File: src/rtl/regfile_pkg.sv
// Shared default sizes and word/address types for the general-purpose register file.
package regfile_pkg;

    localparam int REG_WIDTH_DEFAULT = 16;
    localparam int REG_DEPTH_DEFAULT = 8;

    typedef logic [REG_WIDTH_DEFAULT-1:0]         reg_word_t;
    typedef logic [$clog2(REG_DEPTH_DEFAULT)-1:0] reg_addr_t;

endpackage

File: src/rtl/regfile_scoreboard.sv
// Busy scoreboard: one busy bit per register, a running busy count and a double-reserve error pulse.
// Reserve sets a bit, writeback clears it; reserve wins when both target the same register.
module regfile_scoreboard
    import regfile_pkg::*;
#(
    parameter int DEPTH  = REG_DEPTH_DEFAULT,
    parameter int ADDR_W = $clog2(DEPTH)
) (
    input  logic              clk,
    input  logic              reset,
    input  logic              we,
    input  logic [ADDR_W-1:0] wr_addr,
    input  logic              rsv,
    input  logic [ADDR_W-1:0] rsv_addr,
    output logic [DEPTH-1:0]  busy,
    output logic [ADDR_W:0]   busy_cnt,
    output logic              err_dbl_rsv
);

    logic [DEPTH-1:0] r_busy;
    logic [DEPTH-1:0] w_busy_next;
    logic [ADDR_W:0]  r_busy_cnt;
    logic             r_err_dbl_rsv;
    logic             w_same;
    logic             w_inc;
    logic             w_dec;
    logic             w_dbl;

    // A same-address write+reserve leaves the bit set, so it neither releases nor double-reserves.
    assign w_same = we && rsv && (wr_addr == rsv_addr);
    assign w_inc  = rsv && !r_busy[rsv_addr];
    assign w_dec  = we && r_busy[wr_addr] && !w_same;
    assign w_dbl  = rsv && r_busy[rsv_addr] && !w_same;

    always_comb begin
        // NOTE: the default assignment covers every path, so no latch is inferred.
        w_busy_next = r_busy;
        if (we)  w_busy_next[wr_addr]  = 1'b0;
        if (rsv) w_busy_next[rsv_addr] = 1'b1;
    end

    always_ff @(posedge clk or posedge reset) begin
        if (reset) begin
            r_busy        <= '0;
            r_busy_cnt    <= '0;
            r_err_dbl_rsv <= 1'b0;
        end else begin
            // NOTE: non-blocking so every flop samples pre-edge values, like real hardware.
            r_busy        <= w_busy_next;
            r_busy_cnt    <= r_busy_cnt + {{ADDR_W{1'b0}}, w_inc} - {{ADDR_W{1'b0}}, w_dec};
            r_err_dbl_rsv <= w_dbl;
        end
    end

    assign busy        = r_busy;
    assign busy_cnt    = r_busy_cnt;
    assign err_dbl_rsv = r_err_dbl_rsv;

endmodule

File: src/rtl/gp_regfile_sb.sv
// Parametrised register file: one write port, NUM_RD combinational read ports, busy scoreboard.
// Define REGFILE_BYPASS_EN to forward same-cycle write data and busy state onto matching read ports.
module gp_regfile_sb
    import regfile_pkg::*;
#(
    parameter int WIDTH  = REG_WIDTH_DEFAULT,
    parameter int DEPTH  = REG_DEPTH_DEFAULT,
    parameter int NUM_RD = 2,
    parameter int ADDR_W = $clog2(DEPTH)
) (
    input  logic                     clk,
    input  logic                     reset,
    input  logic                     we,
    input  logic [ADDR_W-1:0]        wr_addr,
    input  logic [WIDTH-1:0]         wr_data,
    input  logic                     rsv,
    input  logic [ADDR_W-1:0]        rsv_addr,
    input  logic [NUM_RD*ADDR_W-1:0] rd_addr,
    output logic [NUM_RD*WIDTH-1:0]  rd_data,
    output logic [NUM_RD-1:0]        rd_busy,
    output logic [ADDR_W:0]          busy_cnt,
    output logic                     any_busy,
    output logic                     err_dbl_rsv
);

    logic [WIDTH-1:0] r_mem [DEPTH];
    logic [DEPTH-1:0] w_busy;

    always_ff @(posedge clk or posedge reset) begin
        if (reset) begin
            // NOTE: every register must clear on reset, so this array is built from flops, not a RAM macro.
            for (int i = 0; i < DEPTH; i++) r_mem[i] <= '0;
        end else if (we) begin
            r_mem[wr_addr] <= wr_data;
        end
    end

    regfile_scoreboard #(
        .DEPTH  (DEPTH),
        .ADDR_W (ADDR_W)
    ) u_scoreboard (
        .clk         (clk),
        .reset       (reset),
        .we          (we),
        .wr_addr     (wr_addr),
        .rsv         (rsv),
        .rsv_addr    (rsv_addr),
        .busy        (w_busy),
        .busy_cnt    (busy_cnt),
        .err_dbl_rsv (err_dbl_rsv)
    );

    assign any_busy = (busy_cnt != '0);

    for (genvar k = 0; k < NUM_RD; k++) begin : g_rd
        logic [ADDR_W-1:0] w_ra;
        assign w_ra = rd_addr[k*ADDR_W +: ADDR_W];
`ifdef REGFILE_BYPASS_EN
        logic w_hit;
        assign w_hit                     = we && (w_ra == wr_addr);
        assign rd_data[k*WIDTH +: WIDTH] = w_hit ? wr_data : r_mem[w_ra];
        assign rd_busy[k]                = w_hit ? (rsv && (rsv_addr == wr_addr)) : w_busy[w_ra];
`else
        assign rd_data[k*WIDTH +: WIDTH] = r_mem[w_ra];
        assign rd_busy[k]                = w_busy[w_ra];
`endif
    end

endmodule
File: config.mk
export PLATFORM = sky130hd
export DESIGN_NAME = gp_regfile_sb
export DESIGN_NICKNAME = d
export VERILOG_FILES = /design/src/rtl/regfile_pkg.sv /design/src/rtl/regfile_scoreboard.sv /design/src/rtl/gp_regfile_sb.sv
export SDC_FILE = /design/constraint.sdc
export NUM_CORES = 1
export LEC_CHECK = 0
export BUFFER_PORTS_ARGS = -buffer_cell sky130_fd_sc_hd__buf_2
export CAP_MARGIN = 20
export CORE_MARGIN = 8
export CORE_UTILIZATION = 45
export CTS_CLUSTER_DIAMETER = 80
export DETAILED_ROUTE_END_ITERATION = 6
export GPL_ROUTABILITY_DRIVEN = 0
export PLACE_DENSITY = 0.67
export REMOVE_ABC_BUFFERS = 1
export SLEW_MARGIN = 5
export SYNTH_ARGS = -nofsm -noshare
export SYNTH_HDL_FRONTEND = slang
export SYNTH_SLANG_ARGS = --single-unit
File: constraint.sdc
create_clock -name clk -period 13.12 [get_ports clk]
set_input_delay 1.968 -clock clk [delete_from_list [all_inputs] [get_ports clk]]
set_output_delay 1.968 -clock clk [all_outputs]
set_load 0.01 [all_outputs]
==> results of run 1 <==
## how the worst min path moves through the flow
| stage | start | endpoint | slack (ns) |
|---|---|---|---|
| floorplan | u_scoreboard.busy[6] | u_scoreboard.busy[6] | 0.49 |
| global placement | r_mem[9] | r_mem[9] | 0.50 |
| detailed placement | r_mem[24] | r_mem[24] | 0.51 |
| CTS | r_mem[24] | r_mem[24] | 0.52 |
| global route | r_mem[25] | r_mem[25] | 0.54 |
| finish | r_mem[24] | r_mem[24] | 0.52 |
## cell usage after synthesis
| library cell | instances |
|---|---|
| mux2_2 | 163 |
| o41ai_1 | 1 |
| nor3_4 | 1 |
| o22ai_1 | 2 |
| a2111oi_0 | 1 |
| dfrtp_1 | 141 |
| fa_1 | 1 |
| o32ai_1 | 2 |
| nor3b_4 | 2 |
| clkbuf_1 | 7 |
| nor2_1 | 1 |
| a21oi_1 | 1 |
| mux4_2 | 70 |
| nor4b_1 | 1 |
| mux4_1 | 1 |
| o21ai_0 | 4 |
| o31ai_1 | 1 |
| nand4b_2 | 3 |
| buf_1 | 4 |
| nand4_2 | 1 |
| inv_1 | 13 |
| nand3_1 | 1 |
| buf_2 | 7 |
| inv_2 | 1 |
| nor4_4 | 1 |
| nand2b_1 | 3 |
| nand2_1 | 7 |
| buf_4 | 8 |
| nand2b_4 | 1 |
| and2_1 | 1 |
| xor2_1 | 5 |
| mux2i_1 | 1 |
| buf_6 | 8 |
| a21o_1 | 1 |
| ha_1 | 5 |
| o2111a_1 | 1 |
## layout by cell type (no fill, tap or decap), drive strengths merged, types with 2 or more instances in the layout
master	synthesis	routed
o32ai	2	2
nand2	7	7
mux2	163	163
ha	5	5
o22ai	2	2
dfrtp	141	141
nor3b	2	2
mux4	71	71
bufinv	0	2
xor2	5	5
clkbuf	7	22
nand2b	4	4
o21ai	4	4
clkinv	0	5
buf	27	79
nand4b	3	3
inv	14	14
## through the flow
stage,instances,power [mW]
2_1_floorplan,438,0.861
3_3_place_gp,741,0.970
3_5_place_dp,741,0.994
4_1_cts,771,1.46
5_1_grt,772,1.52
6_report,773,1.44
## final cells by class
class	count	share of cell area (%)
Clock buffer	22	5.31
Inverter	14	0.629
Timing Repair Buffer	79	4.98
Sequential cell	141	40.3
Antenna cell	1	0.0286
Multi-Input combinational cell	283	44.5
Tap cell	225	3.22
Clock inverter	8	1.06
## critical path, delay by kind of cell
kind / cells / cell delay, ns
buf+inv: 2 / 0.90
mux: 2 / 0.88
## sequential cells by signal (all words and copies together), names as in the netlist
register	cells
u_scoreboard.err_dbl_rsv	1
u_scoreboard.busy_cnt	4
r_mem	128
u_scoreboard.busy	8
## kinds of logic after synthesis
| logic type | Yosys count | share of synthesized area, % |
|---|---|---|
| simple gates | 23 | 2.80 |
| mux | 235 | 44.8 |
| xor+xnor | 5 | 0.569 |
| fa+ha+maj | 6 | 1.07 |
| flops | 141 | 45.8 |
| buf+inv | 48 | 3.63 |
| compound gates | 14 | 1.28 |
## where the power goes
group / total, mW / switching, mW / leakage (nW) / internal [mW]
clock: 0.461 / 0.175 / 0.275 / 0.286
sequential: 0.608 / 0.0724 / 1.69 / 0.536
combinational: 0.375 / 0.149 / 1.74 / 0.226
## layer usage
layer	wire, um	global-route usage (%)	vias to the layer above
li1	-	-	1959
met1	7560	22.4	2439
met2	9140	29.1	160
met3	926	3.72	34
met4	334	6.34	0
met5	0	0	-
==> results by group, run 1 <==
Final layout
  • Area Growth Syn to Fin: 13.7%
  • Final Cell Area: 8750 um^2
  • Fillers: 1411
  • Fin nets: about 570
  • Layout cells sized above 1: 64.0%
  • Fin util: between 50% and 60%
  • Sequential Area: 3530 um^2
  • Area of the multi-input gates: 3890 um^2

Setup path
  • Reg2reg setup slack: 10.79 ns
  • CP Class: in -> out
  • Worst-path fanout max: 34
  • Worst EP arrival: 3.76 ns
  • Slowest stage cell, crit path: buf_2
  • Type of origin of the critical path: input port
  • Worst r2r path cells: 9
  • R2r startpoint: u_scoreboard.busy[6]
  • Capturing point of the worst reg2reg path: u_scoreboard.busy_cnt[3]
  • Crit path to: rd_data[1]
  • Most used cell, CP: buf_2
  • CP startpoint: rd_addr[1]
  • Max stage delay on crit path: roughly 0.76 ns
  • Req. time, crit path: 11.15 ns
  • Critical path endpoint category: primary output
  • Crit-path cells: buf_2 -> mux4_2 -> mux2_2 -> buf_2

Synth
  • Synthesized area: roughly 7700 um^2
  • Post-synthesis sequential area ratio: 45.8%
  • Top cells by area, synth: dfrtp_1 46%, mux2_2 24%, mux4_2 20%, buf_6 1.2%, ha_1 0.81%
  • Count of cell types in the netlist: 36
  • Mapped Cells: 472
  • Area leader, netlist: dfrtp_1
  • Flops & latches, synth: 141
  • Yosys top cell area share: between 40% and 50%
  • Mean Syn Cell Area: 16.3 um^2
  • Yosys warning count: 0

Floorplan
  • Core Area: 17000 um^2
  • Initial core utilization: a little under half
  • Number of placement rows: 48
  • DIE WIDTH: 147 um
  • Die height: 147 um
  • Die area: approximately 22000 um^2
  • Num ports: 72

Place
  • DP HPWL: 11000 um
  • Area after DPL: 8160 um^2
  • # port buffers: ~70
  • DP Worst Slack: 7.37 ns

Timing
  • Clk_skew: 0.00170 ns
  • Minimum clock period: 5.73 ns
  • RSZ-0062 raised after global routing: false
  • Final period util: 43.7%
  • Final setup viols: 0
  • Slew HR: approximately a third
  • FMAX: 175 MHz
  • Final setup TNS: 0 ns
  • Final setup margin: 7.39 ns
  • Final hold violations: 0
  • Final hold slack: 0.522 ns
  • Final Max Tran Viols: 0
  • Worst slew pin tran: 1.02 ns

GRT
  • Via count of the first global-routing pass: 5205
  • Antenna violations before repair: 0
  • Largest net degree at the start of global routing: 89
  • Gr usage total: 17.6%
  • Overflow after GRT: 0
  • Global-route wire length before repair: between 20000 and 30000 um

Pwr
  • Leakage dissipation: around 3.7 nW
  • VDD IR-drop max: 101 uV
  • Pwr dens: 165 nW/um^2

Routing
  • WL final: ~18000 um
  • Drt first pass iters: 4
  • DR iter-0 viols: 233
  • Via count: 4592
  • Drt drc: 0
  • ANT nets after route: 0
  • Via density per instance: 5.94
  • Avg WL per Cell: 23.2 um

Clock tree
  • Post-CTS Resized: 0
  • CTS tree: done
  • Clock-pin slew on the worst setup and hold paths: 0.06 ns
  • Clk buf depth: 2
  • # H-tree levels: 4
  • # Post-CTS Setup Buffers: 0
  • Num CTS Buffers: 17
  • Skew-Pair Late Insertion Delay: between 0.4 and 0.5 ns
  • Clock Sinks: 141
  • Root Buffer: clkbuf_16
  • # hold bufs at CTS: 0

Worst hold path
  • Worst hold-check path type: reg -> reg
  • Hold path depth: 1

Job
  • Max Cap Violations: 0

Outcome
  • Status: complete, no violations
Note: power is estimated with default switching activity, not from simulation.
==> run 2, diff against run 1 <==
clock period = 5.4 ns   (was 13.12 ns; I/O delays follow)
==> run 2 against run 1 <==
Against the previous run: combinational power is 140% higher; count of clock-buffer cells in the layout is 2 higher; register-to-register slack worse by 7.7 ns; cell area is 0.33% higher; sequential share of layout area is 0.13 points lower; power is 140% higher; final cell count is 0.39% higher; non-clock buffer count is 2 higher.
==> results by group, run 2 (same netlist as run 1, synthesis figures left out) <==
Outcome
  • Status: complete, no violations

Timing
  • Final Max Tran Viols: 0
  • Slew HR: 36.8%
  • Minimum clock period: 3.65 ns
  • RSZ-0062 raised after global routing: false
  • Final setup viols: 0
  • Final period util: 67.5%
  • Worst slew pin tran: 0.944 ns
  • Final setup TNS: 0 ns
  • Final hold violations: 0
  • FMAX: roughly 270 MHz
  • Clk_skew: between 0.004 and 0.005 ns

Routing
  • Avg WL per Cell: between 20 and 25 um
  • Drt drc: 0
  • WL final: roughly 18000 um
  • ANT nets after route: 0
  • DR iter-0 viols: 273
  • Via count: 4496
  • Via density per instance: 5.79
  • Drt first pass iters: 4

GRT
  • Via count of the first global-routing pass: between 5000 and 6000
  • Antenna violations before repair: 0
  • Global-route wire length before repair: 28600 um
  • Overflow after GRT: 0
  • Gr usage total: about 17%
  • Largest net degree at the start of global routing: 56

Setup path
  • Most used cell, CP: buf_2
  • Critical path endpoint category: primary output
  • Slowest stage cell, crit path: buf_2
  • Max stage delay on crit path: 0.58 ns
  • CP Class: in -> out
  • Critical path buffer and inverter count: 3
  • Req. time, crit path: 4.59 ns
  • Crit-path cells: buf_2 -> buf_4 -> mux4_2 -> mux2_2 -> buf_2
  • Critical path's top delay family: buffers and inverters
  • Worst EP arrival: 2.84 ns
  • Worst-path fanout max: 20
  • Type of origin of the critical path: input port

Clock tree
  • # H-tree levels: 4
  • # hold bufs at CTS: 0
  • Clk buf depth: 2
  • Num CTS Buffers: 17
  • Clock Sinks: 141
  • # Post-CTS Setup Buffers: 0
  • CTS tree: done
  • Root Buffer: clkbuf_16
  • Post-CTS Resized: 0
  • Skew-Pair Late Insertion Delay: 0.41 ns
  • Clock-pin slew on the worst setup and hold paths: 0.06 ns

Floorplan
  • Initial core utilization: 45.3%
  • Die height: 147 um
  • Die area: roughly 22000 um^2
  • Core Area: 17000 um^2
  • Number of placement rows: 48
  • Num ports: a little over 70
  • DIE WIDTH: 147 um

Final layout
  • Commonest non-fill, non-tap cell in the layout: mux2_2
  • Sequential Area: about 3500 um^2
  • Ant. Diodes: 0
  • Layout cells sized above 1: 64.6%
  • Largest Register: r_mem
  • Fillers: 1409
  • Area Growth Syn to Fin: 14.0%
  • Most frequent cells in the layout: 163 x mux2_2, 141 x dfrtp_1, 71 x buf_2
  • Max FFs per register: 128
  • Fin nets: 576
  • Area of the multi-input gates: 3890 um^2

Pwr
  • Overall power: 3.52 mW
  • Leakage dissipation: 3.70 nW
  • Pwr dens: 401 nW/um^2
  • VDD IR-drop max: 280 uV

Job
  • Max Cap Violations: 0

Place
  • # port buffers: 71
  • DP HPWL: 11100 um

Worst hold path
  • Worst hold-check path type: in -> async
==> run 2: changes by cell type in the layout (fill, tap and decap cells not counted), sizes merged <==
| cell | previous run | this run |
|---|---|---|
| bufinv | 2 | 1 |
| clkinvlp | 1 | 5 |
| diode | 1 | 0 |
| clkbuf | 22 | 24 |
| buf | 79 | 81 |
| clkinv | 5 | 2 |
==> run 2: path summary, 6_finish.rpt <==
kind / startpoint / endpoint / slack, ns / cells after the start
worst max-delay path: rd_addr[0] / rd_data[1] / 1.75 / 5
worst min-delay path: reset / r_mem[98] / 0.51 / 2
worst max register to register: u_scoreboard.busy[3] / u_scoreboard.busy_cnt[3] / 3.05 / 9
worst min register to register: r_mem[67] / r_mem[67] / 0.52 / 1
max in group asynchronous: reset / r_mem[107] / 3.81 / 3
min in group clk: r_mem[67] / r_mem[67] / 0.52 / 1
==> run 2: area by class of cell <==
cell class | instances | share of cell area [%]
multi-input combinational | 283 | 44.3
sequential | 141 | 40.2
clock buffer | 24 | 5.83
timing repair buffer | 81 | 4.90
tap | 225 | 3.21
clock inverter | 8 | 0.927
inverter | 14 | 0.627
==> run 2: power breakdown <==
group,leakage [nW],internal [mW],switching (mW),total (mW)
Clock,0.277,0.707,0.433,1.14
Combinational,1.74,0.549,0.359,0.908
Sequential,1.69,1.30,0.170,1.47
Total,3.70,2.56,0.962,3.52
==> run 2: routing by layer <==
metal	part of all wire [%]	GRT usage, %
met1	45	22.7
met2	50	28.2
met3	4.2	3.45
met4	1.4	5.26
met5	0	0
==> run 2: stage by stage <==
step           setup WS [ns]  area, um^2  util [%]  hold slack [ns]  instances
3_3_place_gp            1.75        8180      48.2            0.500        744
5_1_grt                 1.61        8780      51.6            0.540        776
2_1_floorplan          0.809        7470         -            0.491        438
4_1_cts                 1.69        8780      51.6            0.523        776
3_5_place_dp            1.69        8180      48.2            0.510        744
6_report                1.75        8780      51.6            0.511        776
